===== src/rtl/demux_pkg.sv =====
// Shared constants and types for the result demux sequencer.
package demux_pkg;

    localparam int DEF_WIDTH = 32;
    localparam int CNT_W     = 16;

    typedef enum logic [1:0] {
        ST_EMPTY  = 2'd0,
        ST_SEND_A = 2'd1,
        ST_SEND_B = 2'd2
    } state_e;

endpackage


===== src/rtl/route_fifo.sv =====
// Synchronous FIFO holding {sel, data} words between the producer and the output stage.
module route_fifo #(
    parameter int WIDTH = 33,
    parameter int DEPTH = 4,
    localparam int AW   = $clog2(DEPTH),
    localparam int CW   = AW + 1
) (
    input  logic             clk,
    input  logic             rst,
    input  logic             push,
    input  logic             pop,
    input  logic [WIDTH-1:0] din,
    output logic [WIDTH-1:0] dout,
    output logic             full,
    output logic             empty,
    output logic [CW-1:0]    count
);

    logic [WIDTH-1:0] mem_r [DEPTH];
    logic [AW-1:0]    wr_ptr_r;
    logic [AW-1:0]    rd_ptr_r;
    logic [CW-1:0]    count_r;
    logic             push_ok_s;
    logic             pop_ok_s;

    assign full      = (count_r == CW'(DEPTH));
    assign empty     = (count_r == CW'(0));
    assign count     = count_r;
    assign dout      = mem_r[rd_ptr_r];
    assign push_ok_s = push && !full;
    assign pop_ok_s  = pop && !empty;

    // Storage array: written on accepted push, not reset (contents gated by count)
    always_ff @(posedge clk) begin
        if (push_ok_s) begin
            mem_r[wr_ptr_r] <= din;
        end
    end

    // Pointers and occupancy; power-of-two depth makes pointer overflow the wrap
    always_ff @(posedge clk or posedge rst) begin
        if (rst) begin
            wr_ptr_r <= AW'(0);
            rd_ptr_r <= AW'(0);
            count_r  <= CW'(0);
        end else begin
            if (push_ok_s) begin
                wr_ptr_r <= wr_ptr_r + AW'(1);
            end
            if (pop_ok_s) begin
                rd_ptr_r <= rd_ptr_r + AW'(1);
            end
            case ({push_ok_s, pop_ok_s})
                2'b10:   count_r <= count_r + CW'(1);
                2'b01:   count_r <= count_r - CW'(1);
                default: count_r <= count_r;
            endcase
        end
    end

endmodule


===== src/rtl/demux_route_ctrl.sv =====
// Buffered 1-to-2 result demux with per-destination valid/ready and held outputs.
// Optional macro DEMUX_CNT_EN enables the per-destination transfer counters.
module demux_route_ctrl
    import demux_pkg::*;
#(
    parameter int WIDTH = DEF_WIDTH,
    parameter int DEPTH = 4
) (
    input  logic             clk,
    input  logic             rst,
    input  logic             in_valid,
    output logic             in_ready,
    input  logic [WIDTH-1:0] in_data,
    input  logic             in_sel,
    output logic             a_valid,
    input  logic             a_ready,
    output logic [WIDTH-1:0] a_data,
    output logic             b_valid,
    input  logic             b_ready,
    output logic [WIDTH-1:0] b_data,
    output logic             busy,
    output logic [CNT_W-1:0] a_cnt,
    output logic [CNT_W-1:0] b_cnt
);

    localparam int CW = $clog2(DEPTH) + 1;

    state_e           state_r;
    state_e           state_nxt_s;
    logic [WIDTH:0]   head_s;
    logic             fifo_full_s;
    logic             fifo_empty_s;
    logic [CW-1:0]    fifo_count_s;
    logic             push_s;
    logic             pop_s;
    logic             advance_s;
    logic             load_a_s;
    logic             load_b_s;
    logic             a_valid_r;
    logic             b_valid_r;
    logic [WIDTH-1:0] a_data_r;
    logic [WIDTH-1:0] b_data_r;

    // Ready depends only on occupancy, so a full FIFO refuses even in a pop cycle
    assign in_ready = !fifo_full_s;
    assign push_s   = in_valid && !fifo_full_s;

    route_fifo #(
        .WIDTH (WIDTH + 1),
        .DEPTH (DEPTH)
    ) u_fifo (
        .clk   (clk),
        .rst   (rst),
        .push  (push_s),
        .pop   (pop_s),
        .din   ({in_sel, in_data}),
        .dout  (head_s),
        .full  (fifo_full_s),
        .empty (fifo_empty_s),
        .count (fifo_count_s)
    );

    // Output-stage next state: the stage frees up when idle or when its destination accepts
    always_comb begin
        state_nxt_s = state_r;
        pop_s       = 1'b0;
        load_a_s    = 1'b0;
        load_b_s    = 1'b0;
        advance_s   = 1'b0;
        case (state_r)
            ST_EMPTY:  advance_s = 1'b1;
            ST_SEND_A: advance_s = a_ready;
            ST_SEND_B: advance_s = b_ready;
            default:   advance_s = 1'b1;
        endcase
        if (advance_s) begin
            if (!fifo_empty_s) begin
                pop_s = 1'b1;
                if (head_s[WIDTH]) begin
                    state_nxt_s = ST_SEND_A;
                    load_a_s    = 1'b1;
                end else begin
                    state_nxt_s = ST_SEND_B;
                    load_b_s    = 1'b1;
                end
            end else begin
                state_nxt_s = ST_EMPTY;
            end
        end else begin
            state_nxt_s = state_r;
        end
    end

    // State register with valids registered alongside it
    always_ff @(posedge clk or posedge rst) begin
        if (rst) begin
            state_r   <= ST_EMPTY;
            a_valid_r <= 1'b0;
            b_valid_r <= 1'b0;
        end else begin
            state_r   <= state_nxt_s;
            a_valid_r <= (state_nxt_s == ST_SEND_A);
            b_valid_r <= (state_nxt_s == ST_SEND_B);
        end
    end

    // Output data registers: only the selected side loads, the other holds
    always_ff @(posedge clk or posedge rst) begin
        if (rst) begin
            a_data_r <= WIDTH'(0);
            b_data_r <= WIDTH'(0);
        end else begin
            if (load_a_s) begin
                a_data_r <= head_s[WIDTH-1:0];
            end
            if (load_b_s) begin
                b_data_r <= head_s[WIDTH-1:0];
            end
        end
    end

    assign a_valid = a_valid_r;
    assign b_valid = b_valid_r;
    assign a_data  = a_data_r;
    assign b_data  = b_data_r;
    assign busy    = (fifo_count_s != CW'(0)) || (state_r != ST_EMPTY);

`ifdef DEMUX_CNT_EN
    logic [CNT_W-1:0] a_cnt_r;
    logic [CNT_W-1:0] b_cnt_r;

    // Completed-transfer counters, wrapping naturally at 16 bits
    always_ff @(posedge clk or posedge rst) begin
        if (rst) begin
            a_cnt_r <= 16'd0;
            b_cnt_r <= 16'd0;
        end else begin
            if (a_valid_r && a_ready) begin
                a_cnt_r <= a_cnt_r + 16'd1;
            end
            if (b_valid_r && b_ready) begin
                b_cnt_r <= b_cnt_r + 16'd1;
            end
        end
    end

    assign a_cnt = a_cnt_r;
    assign b_cnt = b_cnt_r;
`else
    assign a_cnt = 16'd0;
    assign b_cnt = 16'd0;
`endif

endmodule

===== config.mk =====
export PLATFORM = sky130hd
export DESIGN_NAME = demux_route_ctrl
export DESIGN_NICKNAME = d
export VERILOG_FILES = /design/src/rtl/demux_pkg.sv /design/src/rtl/route_fifo.sv /design/src/rtl/demux_route_ctrl.sv
export SDC_FILE = /design/constraint.sdc
export NUM_CORES = 1
export LEC_CHECK = 0
export BUFFER_PORTS_ARGS = -buffer_cell sky130_fd_sc_hd__buf_2
export CORE_UTILIZATION = 50
export CTS_CLUSTER_DIAMETER = 30
export CTS_CLUSTER_SIZE = 20
export DETAILED_ROUTE_END_ITERATION = 12
export GPL_ROUTABILITY_DRIVEN = 1
export GPL_TIMING_DRIVEN = 0
export PLACE_DENSITY = 0.74
export RECOVER_POWER = 25
export SLEW_MARGIN = 15
export SYNTH_ARGS = -nofsm -noshare
export SYNTH_HDL_FRONTEND = slang
export SYNTH_SLANG_ARGS = --single-unit

===== constraint.sdc =====
create_clock -name clk -period 2.45 [get_ports clk]
set_clock_uncertainty 0.2 [all_clocks]
set_input_delay 0.3675 -clock clk [delete_from_list [all_inputs] [get_ports clk]]
set_output_delay 0.3675 -clock clk [all_outputs]
set_load 0.005 [all_outputs]

# After elaboration in Yosys (flattened, before gate mapping)
# Memory sizes are Yosys's and may differ from the RTL's.
# Index checks and enable logic that the tools add are counted.
dict set report classes {
  add_sub_neg 4
  n_eq_ne 7
  muxes 15
  n_reduce_logical 10
}
# operator n
set op_table {}
lappend op_table {{$mux 1} 10}
lappend op_table {{$eq 2x1->1 const B} 3}
lappend op_table {{$eq 2x2->1 const B} 3}
lappend op_table {{$mux 2} 3}
lappend op_table {{$pmux 3 s2} 1}
lappend op_table {{$add 2x1->2 const B} 2}
lappend op_table {{$reduce_bool 2->1} 2}
lappend op_table {{$add 3x1->3 const B} 1}
lappend op_table {{$eq 3x3->1 const B} 1}
lappend op_table {{$logic_and 1x1->1} 3}
lappend op_table {{$logic_not 3->1} 1}
lappend op_table {{$reduce_bool 3->1} 1}
lappend op_table {{$sub 3x1->3 const B} 1}
lappend op_table {{$logic_not 1->1} 2}
lappend op_table {{$pmux 1 s2} 1}
lappend op_table {{$logic_or 1x1->1} 1}
dict set report word_totals {
  reg_bits 75
  mem_bits_rw 132
  output_inout_bits 100
  word_cells 45
  n_memories 1
}
# memory words width read_ports rd_clocked_by_memory_dff write_ports line_no
set mem_list {}
lappend mem_list {u_fifo.mem_r 4 33 1 0 1 route_fifo.sv:19} ;# logic [WIDTH-1:0] mem_r [DEPTH];

# Longest topological paths before layout
# Gate-level depths: netlist (run 1).
dict set report depth {
  ltp_word 6
  ltp_mapped 9
  depth_no_buf 9
}

# Hierarchy
# Synthesis (run 1) repeated with hierarchy kept, for this count alone.
dict set report unflattened {
  hier_cells 402
  area_unflattened_um2 8146.6
}
# module n_inst cells_per_inst area_per_inst_um2 seq_area_each_um2
set by_module_without_submodules {}
lappend by_module_without_submodules {route_fifo 1 211 5242.5 4139.0}
lappend by_module_without_submodules {demux_route_ctrl 1 191 2904.0 1701.6}

# Worst setup path after synthesis (run 1)
# OpenSTA, ideal clock, no wires.
dict set report synth_path {
  path_type {register -> register}
  from {reg state_r[0]}
  to {reg u_fifo.count_r[2], in the netlist u_fifo.count[2]}
  setup_time_ps 125
  t_arrival_ps 2114
  required_ps 2125
  slack_ps 10
  path_stages_with_launch 10
  path_buffers 0
  period_less_slack_ps 2440
  path_cell_list {dfrtp_1 > inv_1 > ha_1 > a22oi_1 > a21oi_1 > ha_1 > fa_1 > xnor2_1 > nor2_1 > xor2_1}
}
dict set report synth_between {
  elab_chain_cells 6
  elab_cells_between_ends 9
}
# element line_no
set synth_lines {}
lappend synth_lines {{start, declared} demux_route_ctrl.sv:28} ;# state_e state_r;
lappend synth_lines {{start signal, assigned} demux_route_ctrl.sv:101} ;# state_r <= state_nxt_s;
lappend synth_lines {{$eq 2x2->1 or $eq 2x1->1 (tied branches)} demux_route_ctrl.sv:70} ;# case (state_r)
lappend synth_lines {{$pmux 1 s2 (*)} demux_route_ctrl.sv:70}
lappend synth_lines {{$mux 1 (*)} demux_route_ctrl.sv:76} ;# if (advance_s) begin
lappend synth_lines {{$logic_and 1x1->1 (*)} route_fifo.sv:31} ;# assign pop_ok_s = pop && !empty;
lappend synth_lines {{net u_fifo.pop_ok_s} route_fifo.sv:24} ;# logic pop_ok_s;
lappend synth_lines {{$eq 2x1->1 or $eq 2x2->1 (tied branches)} route_fifo.sv:53} ;# case ({push_ok_s, pop_ok_s})
lappend synth_lines {{$pmux 3 s2 or $reduce_bool 2->1 (tied branches)} --}
lappend synth_lines {{end signal, assigned} route_fifo.sv:54} ;# 2'b10: count_r <= count_r + CW'(1);
lappend synth_lines {{end signal, assigned} route_fifo.sv:55} ;# 2'b01: count_r <= count_r - CW'(1);
lappend synth_lines {{end signal, assigned} route_fifo.sv:56} ;# default: count_r <= count_r;
lappend synth_lines {{end, declared} route_fifo.sv:22} ;# logic [CW-1:0] count_r;
# Mark *: on every way through the listed nets, which the timed path passes. The rest lies on a longest branch.
# A chain may end at the register's enable or synchronous reset.

# Final worst setup path (run 1)
dict set report layout_path {
  from {reg u_fifo.count_r[0], in the netlist u_fifo.count[0]}
  to {reg u_fifo.count_r[1], in the netlist u_fifo.count[1]}
}
dict set report layout_between {
  elab_chain_cells 6
  elab_cells_between_ends 15
}
# element line_no
set layout_lines {}
lappend layout_lines {{$logic_not 3->1 or $eq 3x3->1 (tied branches)} {route_fifo.sv:27, route_fifo.sv:26}}
lappend layout_lines {{$mux 1 or $logic_not 1->1 (tied branches)} {demux_route_ctrl.sv:77, route_fifo.sv:30, demux_route_ctrl.sv:46}}
lappend layout_lines {{$mux 1 or $logic_and 1x1->1 (tied branches)} {demux_route_ctrl.sv:76, demux_route_ctrl.sv:46}}
lappend layout_lines {{$logic_and 1x1->1 (on tied branches)} {route_fifo.sv:31, route_fifo.sv:30}}
lappend layout_lines {{$eq 2x1->1 or $eq 2x2->1 (tied branches)} route_fifo.sv:53}
lappend layout_lines {{$pmux 3 s2 or $reduce_bool 2->1 (tied branches)} --}
# Parallel ways exist; a longest one is shown, timed or not.

==> results.md, run 1 <==
* Critical path start-end classification: register to register
* Placer Congestion at around 0.7
* Final ANT Viol Nets at 0
* Drt total wl at 15100 um
* Max Buffers Root-to-Sink at 3
* Row Count at 45
* Max-cap violations at 0
* # nets final at around 670
* Worst setup SP type: register
* Most common cell after layout, fill and taps aside: edfxtp_1
* Pwr/cell area at 1490 nW/um^2
* Cell variety after synth at 33
* Min Tclk post-route at about 2.4 ns
* CTS Root Cell: clkbuf_16
* Num CTS Buffers at 39
* Commonest non-fill, non-tap cells in the layout: edfxtp_1, buf_2, dfrtp_1
* CTS Sinks at 207
* Post-DP HPWL at 9490 um
* Fmax at 420 MHz
* Seq/Total Area, Yosys at 72.9%
* CTS clk-pin slew, worst paths at about 0.05 ns
* Vias in the first global route at 4546
* Most used flip-flop cell after synthesis: edfxtp_1
* Setup TNS at 0 ns
* Syn_area_per_cell at 20.2 um^2
* Slew @ Worst Pin at 0.624 ns
* Worst Path Arrival at around 2.6 ns
* CTS tree: done
* Register bit total from synthesis at 207
* Pin count of the biggest net entering global routing at 38
* Slew Limit Fails at 0
* First-pass GRT wire length at 23700 um
* Initial Util at 51.9%
* Yosys Warn Count at 0
* Synthesized area at roughly 8000 um^2
* Hold Slack at ~0.096 ns
* Total GRT Usage at between 10% and 20%
* H-tree depth at 2
* Crit end category: register
* Number of synthesized flops with an enable pin at ~130
* Final hold violation count at 0
* DIE AREA at roughly 17000 um^2
* Ys async rst share at 36.2%
* Crit-path max FO at 6
* Setup violators final at 0
* Status: complete, no violations
* Core area at roughly 15000 um^2
* Die Ht at 129 um
* Gr ovfl total at 0
* Drt pass-1 iters at 4
* Req. time, crit path at between 2 and 3 ns
* Die width at about 130 um
* Fillers at 1011
* Port bufs at 105
* Overall Power at 16.3 mW
* Hold WC Path Type: primary input to register
* LEAKAGE at 4.34 nW
* Peak supply drop at 817 uV
* DRC viols at 0
* Layout cells sized above 1 at 46.9%
* Via count at 4241
* Gate Count Post-Synth at 397
* Num ports at roughly 140
* Diode count at 0
* Clk_lat worst skew at 0.50 ns
* Initial antenna violation count at 0
* Post-DR vias/cell at 4.94
* Final period utilization at a little over nine tenths
* DR WL/cell at between 15 and 20 um
* Iteration-0 DRC count of the detailed router at 210
* Slew HR at 58.4%
* Area delta synth->final at 36.3%
worst max-delay path, cell delays in order, from the launching register on:
cell	delay (ns)
dfrtp_2	0.45
or3b_4	0.43
and2_1	0.21
inv_1	0.08
ha_2	0.20
fa_1	0.42
mux2_2	0.27
layout make-up:
class	instances	area, um^2	share of cell area (%)
tap	211	264	2.42
sequential	207	5840	53.5
timing repair buffer	150	1020	9.31
buffer	45	347	3.17
clock inverter	26	405	3.71
clock buffer	45	1050	9.62
multi-input combinational	168	1970	18.0
inverter	7	27.5	0.252
worst paths after layout:
check                                            start                              to  slack (ns)  cells past startpoint
setup reg to reg           u_fifo.count[0]$_DFFE_PP0P_     u_fifo.count[1]$_DFFE_PP0P_        0.07                      6
hold / removal                                in_valid  u_fifo.wr_ptr_r[0]$_DFFE_PP0P_         0.1                      3
max in group asynchronous                          rst     u_fifo.count[0]$_DFFE_PP0P_        1.19                      4
min in group asynchronous                          rst           a_data[5]$_DFFE_PP0P_        0.27                      3
setup / recovery           u_fifo.count[0]$_DFFE_PP0P_     u_fifo.count[1]$_DFFE_PP0P_        0.07                      6
hold reg to reg                 b_data[26]$_DFFE_PP0P_          b_data[26]$_DFFE_PP0P_        0.28                      1
cells by family (layout without fill, tap and decap cells):
logic type	after synthesis	after routing	share of synthesized area (%)
adder cells (fa/ha/maj)	9	9	1.50
flip-flops	207	207	72.9
AO/OA/AOI/OAI	8	8	0.922
XOR/XNOR	6	6	0.656
buffers and inverters	53	273	4.42
other	1	32	0.0468
AND/OR/NAND/NOR	14	14	0.984
multiplexers	99	99	18.6
layer usage:
metal / part of all wire (%) / vias up / track usage [%]
met5: 0 / - / 0
met4: 2.5 / 0 / 8.37
met1: 40 / 2122 / 22.8
met2: 51 / 159 / 33.1
li1: - / 1928 / -
met3: 6.9 / 32 / 5.86
Yosys cell counts (2+ instances only):
library cell	instances	share of area [%]
and3_1	4	0.31
buf_1	3	0.14
buf_2	4	0.25
buf_4	32	3.0
buf_6	4	0.56
clkbuf_1	3	0.14
dfrtp_1	75	23
edfxtp_1	132	49
ha_1	8	1.2
inv_1	7	0.33
mux2_1	2	0.28
mux2_2	64	9.0
mux4_2	33	9.3
nand2_1	2	0.094
nand3_1	2	0.12
xnor2_1	4	0.44
xor2_1	2	0.22
power breakdown:
group	total, mW	internal (mW)	switching [mW]
sequential	5.38	4.93	0.446
clock	5.82	4.13	1.70
combinational	5.05	2.76	2.29
total	16.3	11.8	4.43
per-stage QoR:
step	utilization [%]	instance area, um^2	std cells	worst slack, ns
after global placement	57.8	8920	744	-0.268
after detailed placement	58.8	9070	750	-0.195
final	70.8	10900	859	0.0679
after floorplan	-	8130	428	0.0103
after CTS	70.8	10900	858	0.00640
after global routing	70.8	10900	859	-0.00114
repair_timing:
action | 4_1_cts | 5_1_grt
gates cloned | 0 | 0
endpoints found under the setup margin | 58 | 30
pin swaps | 2 | 2
endpoints found under the hold margin | 207 | 0
setup buffers | 4 | 1
resized for setup | 6 | 12
hold buffers | 34 | 0
flip-flops by register name (all words and copies together) (netlist names):
register         cells
u_fifo.rd_ptr_r      2
b_data              32
u_fifo.mem_r       132
u_fifo.wr_ptr_r      2
state_r              2
b_valid              1
u_fifo.count         3
a_valid              1
a_data              32
(Power assumes the default switching activity.)
==> run 2, diff against run 1 <==
--- a/config.mk
+++ b/config.mk
@@ -6,13 +6,13 @@
 export NUM_CORES = 1
 export LEC_CHECK = 0
 export BUFFER_PORTS_ARGS = -buffer_cell sky130_fd_sc_hd__buf_2
-export CORE_UTILIZATION = 50
+export CORE_UTILIZATION = 56
 export CTS_CLUSTER_DIAMETER = 30
 export CTS_CLUSTER_SIZE = 20
 export DETAILED_ROUTE_END_ITERATION = 12
 export GPL_ROUTABILITY_DRIVEN = 1
 export GPL_TIMING_DRIVEN = 0
-export PLACE_DENSITY = 0.74
+export PLACE_DENSITY = 0.79
 export RECOVER_POWER = 25
 export SLEW_MARGIN = 15
 export SYNTH_ARGS = -nofsm -noshare
==> constraint.sdc (replaced) <==
create_clock -name clk -period 2.4 [get_ports clk]
set_clock_uncertainty 0.2 [all_clocks]
set_input_delay 0.36 -clock clk [delete_from_list [all_inputs] [get_ports clk]]
set_output_delay 0.36 -clock clk [all_outputs]
set_load 0.005 [all_outputs]
==> run 2 against run 1 <==
Against the previous run:
- the run now ends with negative setup slack left
- largest power group is now registers
- first-iteration DRC count up 7.1%
- utilization up 4.7 points
- clock-buffer cell count down 2
- global-route usage up 3.5 points
- clock power down 23%
- die area down 11%
- setup slack worse by 0.080 ns
- highest routed layer unchanged
- final cell count down 4.2%
- via count up 2.8%
- register-to-register slack worse by 0.08 ns
==> results.md, run 2 (same netlist as run 1, synthesis figures left out) <==
* Setup violators final at 2
* Slew Limit Fails at 0
* Max-cap violations at 0
* Placer Congestion at about 0.71
* CTS tree: done
* Worst setup SP type: register
* Num ports at 138
* DIE AREA at around 15000 um^2
* Slew @ Worst Pin at 0.902 ns
* Failing checks: negative setup slack
* Status: finished, violations left
* Total GRT Usage at 22.9%
* Crit-path max FO at 4
* Layout cells sized above 1 at between 40% and 50%
* Most common cell after layout, fill and taps aside: edfxtp_1
* Slew HR at about two fifths
* Port bufs at 105
* Commonest non-fill, non-tap cells in the layout: edfxtp_1, buf_2, dfrtp_1
* CTS clk-pin slew, worst paths at roughly 0.05 ns
* Crit end category: register
* Core area at 13900 um^2
* Num CTS Buffers at 36
* Largest Register: u_fifo.mem_r
* Fin cells at 823
* Initial antenna violation count at 0
* Worst slack, placed at -0.114 ns
* Unrepaired setup endpoints after global routing: yes
* Final period utilization at 101%
* Vias in the first global route at 4799
* First-pass GRT wire length at 24700 um
* Row Count at 43
* Die Ht at 122 um
* Post-DP HPWL at 9600 um
* Drt total wl at 16000 um
* Via count at 4358
* DR WL/cell at 19.5 um
* Pin count of the biggest net entering global routing at 31
* Die width at 122 um
* Critical path start-end classification: register to register
* Req. time, crit path at 2.60 ns
* Fmax at 415 MHz
* Max reg flops at 132
* Drt pass-1 iters at 5
* Final hold violation count at 0
* CTS Sinks at 207
* LEAKAGE at 4.19 nW
* # nets final at approximately 660
* Diode count at 0
* Peak supply drop at 875 uV
* Number of placed instances, taps included at 719
* Hold WC Path Type: primary input to register
* Final ANT Viol Nets at 0
* Max Buffers Root-to-Sink at 3
* DRC viols at 0
* H-tree depth at 2
* Min Tclk post-route at 2.41 ns
* Area delta synth->final at 31.3%
* CTS Root Cell: clkbuf_16
* Clk_lat worst skew at 0.48 ns
* Iteration-0 DRC count of the detailed router at 225
* Final worst slack at -0.0124 ns
* Initial Util at a little under three fifths
* Post-DR vias/cell at 5.30
* Pwr/cell area at around 1500 nW/um^2
* Worst Path Arrival at 2.61 ns
* Gr ovfl total at 0
-- run 2: cell types whose count changed in the layout (fill, tap and decap cells not counted), moves of 4 or more --
cell / delta
clkbuf_16: -4
buf_2: +5
buf_12: +4
clkinv_2: +8
buf_16: -4
bufinv_16: -9
-- run 2: worst max-delay path, cell delays in order, from the launching register on --
cell     delay [ns]
dfrtp_1        0.39
inv_1          0.09
ha_1           0.24
a22oi_2        0.25
a21oi_2        0.11
ha_2           0.23
fa_1           0.39
xnor2_1        0.14
nor2_1         0.12
xor2_1         0.16
-- run 2: layout make-up --
class | instances | area, um^2
Multi-Input combinational cell | 168 | 1960
Fill cell | 845 | 3410
Tap cell | 180 | 225
Buffer | 45 | 358
Timing Repair Buffer | 152 | 1010
Clock buffer | 43 | 958
Sequential cell | 207 | 5840
Clock inverter | 21 | 131
Inverter | 7 | 27.5
-- run 2: path summary, 6_finish.rpt --
path | startpoint | to | slack [ns] | cells after the start
setup / recovery | state_r[0]$_DFF_PP0_ | u_fifo.count[2]$_DFFE_PP0P_ | -0.01 | 9
hold / removal | in_valid | u_fifo.wr_ptr_r[0]$_DFFE_PP0P_ | 0.10 | 3
setup reg to reg | state_r[0]$_DFF_PP0_ | u_fifo.count[2]$_DFFE_PP0P_ | -0.01 | 9
hold reg to reg | b_data[17]$_DFFE_PP0P_ | b_data[17]$_DFFE_PP0P_ | 0.30 | 1
max in group asynchronous | rst | u_fifo.count[1]$_DFFE_PP0P_ | 0.75 | 5
min in group asynchronous | rst | b_data[14]$_DFFE_PP0P_ | 0.38 | 3
-- run 2: timing repair --
action | CTS | global route
setup endpoints to repair | 58 | 58
hold endpoints to repair | 150 | 0
buffers inserted | 5 | 2
pin swaps | 2 | 1
gates resized for setup | 12 | 6
cloned | 0 | 0
hold buffers | 34 | 0
-- run 2: where the power goes --
group / internal (mW) / switching (mW)
Combinational: 2.87 / 2.45
Clock: 2.93 / 1.57
Sequential: 5.04 / 0.476
-- run 2: layer usage --
metal / track usage, % / routed length, um / up-vias
li1: - / - / 1911
met1: 25.9 / 6000 / 2241
met2: 41.6 / 8760 / 171
met3: 4.45 / 862 / 35
met4: 10.6 / 397 / 0
met5: 0 / 0 / -
-- run 2: per-stage QoR --
stage               utilization, %  area, um^2  hold WS, ns  power [mW]  TNS, ns
floorplan                        -        8140        0.259        8.83        0
global placement              63.8        8890        0.265        10.2   -41.79
detailed placement            64.7        9010        0.202        10.5    -2.64
CTS                           75.5       10500       0.0895        15.3        0
global route                  75.5       10500        0.115        16.1    -1.43
finish                        75.5       10500        0.105        15.3  -0.0155
==> run 3, diff against run 2 <==
--- a/config.mk
+++ b/config.mk
@@ -5,6 +5,7 @@
 export SDC_FILE = /design/constraint.sdc
 export NUM_CORES = 1
 export LEC_CHECK = 0
+export ABC_AREA = 1
 export BUFFER_PORTS_ARGS = -buffer_cell sky130_fd_sc_hd__buf_2
 export CORE_UTILIZATION = 56
 export CTS_CLUSTER_DIAMETER = 30
@@ -12,7 +13,7 @@
 export DETAILED_ROUTE_END_ITERATION = 12
 export GPL_ROUTABILITY_DRIVEN = 1
 export GPL_TIMING_DRIVEN = 0
-export PLACE_DENSITY = 0.79
+export PLACE_DENSITY = 0.78
 export RECOVER_POWER = 25
 export SLEW_MARGIN = 15
 export SYNTH_ARGS = -nofsm -noshare
==> run 3 against run 2 <==
Against the previous run:
- via count grew 36%
- the flow now finishes without violations
- highest routed layer unchanged
- combinational power grew 14%
- synthesized area grew 3.0%
- clock-buffer cell count shrank 9
- first-iteration DRC count grew 110%
- global-route usage grew 3.8 points
- sequential share of layout area shrank 0.98 points
- wire length grew 21%
==> results.md, run 3 <==
* Status: complete, no violations
* Vias in the first global route at 5941
* Placer Congestion at 0.713
* Max reg flops at 132
* Initial antenna violation count at 0
* Num ports at approximately 140
* Req. time, crit path at 2.60 ns
* Crit end category: register
* Most common cell in the synthesized netlist: nand2_1
* Register bit total from synthesis at 207
* Layout cells sized above 1 at between 20% and 30%
* DR WL/cell at 17.4 um
* Synthesized area at 8250 um^2
* Total GRT Usage at 26.7%
* Setup violators final at 0
* Setup TNS at 0 ns
* Area delta synth->final at 29.8%
* Worst setup SP type: register
* Worst Path Arrival at between 2 and 3 ns
* Drt pass-1 iters at 5
* Number of synthesized flops with an enable pin at 132
* CTS clk-pin slew, worst paths at 0.05 ns
* Port bufs at 105
* DRC viols at 0
* Gr ovfl total at 0
* Commonest non-fill, non-tap cells in the layout: nand2_1, edfxtp_1, buf_2
* Hold Slack at between 0.06 and 0.07 ns
* Diode count at 0
* Critical path start-end classification: register to register
* Seq/Total Area, Yosys at 70.8%
* Finished Cell Area at 10700 um^2
* Number of placed instances, taps included at 1023
* Cell variety after synth at 22
* Worst flop-to-flop path endpoint: u_fifo.count[2]$_DFFE_PP0P_
* CTS Sinks at 207
* Pin count of the biggest net entering global routing at 36
* Hold Path Cell Cnt at 6
* Max Buffers Root-to-Sink at 3
* Final hold violation count at 0
* Crit-path max FO at 5
* Num CTS Buffers at 31
* Gate Count Post-Synth at approximately 700
* Hold EP: state_r[0]$_DFF_PP0_
* CTS tree: done
* Largest Register: u_fifo.mem_r
* Critical hold path startpoint: b_ready
* Post-DR vias/cell at roughly 5.3
* CTS Root Cell: clkbuf_16
* Reg2reg setup slack at just under 0.05 ns
* Slew HR at 44.7%
* Main area contributors after synthesis: edfxtp_1, dfrtp_1, nand2_1, nand3_1, buf_4
* Clk_lat worst skew at 0.54 ns
* Synth cell count leaders: nand2_1, edfxtp_1, dfrtp_1, nand3_1, o21ai_1
* Initial Util at 58.3%
* Biggest area consumer among synthesized cells: edfxtp_1
* Overall Power at about 16 mW
* Fin util at 75.6%
* Worst R2R Path Depth at 10
* Yosys Warn Count at 0
* DIE AREA at 15200 um^2
* FF-to-FF Start: state_r[0]$_DFF_PP0_
* Syn_area_per_cell at 11.8 um^2
* Peak supply drop at 813 uV
* Row Count at 43
* Iteration-0 DRC count of the detailed router at 463
* Most used flip-flop cell after synthesis: edfxtp_1
* Post-DP HPWL at between 10000 and 15000 um
* Dpl cell area at 9320 um^2
* Min Tclk post-route at roughly 2.4 ns
* LEAKAGE at 4.69 nW
* # nets final at between 900 and 1000
* Max-cap violations at 0
* Top-area cell type share of the netlist area at 48.1%
* Most common cell after layout, fill and taps aside: nand2_1
* Final worst slack at 0.0491 ns
* Slew Limit Fails at 0
* Final ANT Viol Nets at 0
* Via count at 5931
* Ys async rst share at 36.2%
* H-tree depth at 1
* Fin cells at 1116
* Hold WC Path Type: primary input to register
* Drt total wl at slightly below 20000 um
* Core area at roughly 14000 um^2
* Worst slack, placed at -0.0157 ns
* Slew @ Worst Pin at between 0.8 and 0.9 ns
* Die Ht at 123 um
* Fmax at 425 MHz
* Die width at 123 um
* First-pass GRT wire length at slightly above 30000 um
* Final period utilization at 98.0%
* Pwr/cell area at 1490 nW/um^2
[run 3: cell types whose count changed after synthesis, sizes merged, moves of 10 or more]
cell / previous run / this run
mux2: 66 / 0
nand2: 2 / 242
buf: 43 / 61
nand3: 2 / 69
o21ai: 1 / 65
inv: 7 / 17
mux4: 33 / 0
nor2: 1 / 15
[run 3: cells by family (layout without fill, tap and decap cells)]
| group | after synthesis | after routing | share of synthesized area [%] |
|---|---|---|---|
| adder cells (fa/ha/maj) | 9 | 9 | 1.46 |
| buffers and inverters | 84 | 288 | 6.22 |
| AO/OA/AOI/OAI | 69 | 69 | 5.10 |
| flip-flops | 207 | 207 | 70.8 |
| XOR/XNOR | 4 | 4 | 0.425 |
| other | 1 | 32 | 0.0455 |
| AND/OR/NAND/NOR | 327 | 327 | 16.0 |
[run 3: worst max-delay path by stage]
stage	slack [ns]	end	startpoint
after floorplan	-0.38	u_fifo.mem_r[0][0]$_DFFE_PP_	u_fifo.count[0]$_DFFE_PP0P_
after CTS	0.007	u_fifo.count[2]$_DFFE_PP0P_	u_fifo.count[0]$_DFFE_PP0P_
after global routing	-0.03	u_fifo.count[2]$_DFFE_PP0P_	state_r[1]$_DFF_PP0_
final	0.05	u_fifo.count[2]$_DFFE_PP0P_	state_r[0]$_DFF_PP0_
after detailed placement	-0.02	u_fifo.count[2]$_DFFE_PP0P_	state_r[0]$_DFF_PP0_
after global placement	-1.48	u_fifo.mem_r[2][15]$_DFFE_PP_	u_fifo.count[0]$_DFFE_PP0P_
[run 3: layout make-up]
class	count	area [um^2]
Sequential cell	207	5840
Fill cell	910	3450
Multi-Input combinational cell	441	2050
Timing Repair Buffer	147	1010
Clock buffer	34	807
Buffer	67	449
Clock inverter	23	253
Tap cell	180	225
Inverter	17	67.6
[run 3: power by group]
| part | internal [mW] | switching (mW) | leakage, nW |
|---|---|---|---|
| sequential | 4.99 | 0.461 | 2.13 |
| combinational | 2.14 | 3.94 | 2.04 |
| clock | 2.71 | 1.70 | 0.512 |
[run 3: routing by layer]
metal | track usage, % | vias up | part of all wire, %
met1 | 32.9 | 2842 | 38
met4 | 11.1 | 0 | 2.7
met5 | 0 | - | 0
met3 | 4.24 | 49 | 8.1
met2 | 47.0 | 296 | 51
li1 | - | 2744 | -
[run 3: repair_timing]
action                                  4_1_cts  5_1_grt
hold endpoints to repair                    166        0
setup buffers                                 1        1
endpoints found under the setup margin        1       16
hold buffers                                 34        0
pin swaps                                     1        1
resized for setup                             1        3
[run 3: worst max-delay path: stages (launching register included)]
cell	delay, ns
dfrtp_1	0.36
inv_1	0.08
ha_1	0.31
nand3_2	0.11
nand2_2	0.10
inv_2	0.07
ha_2	0.20
fa_1	0.38
a21oi_1	0.14
o21ai_0	0.11
xor2_1	0.16
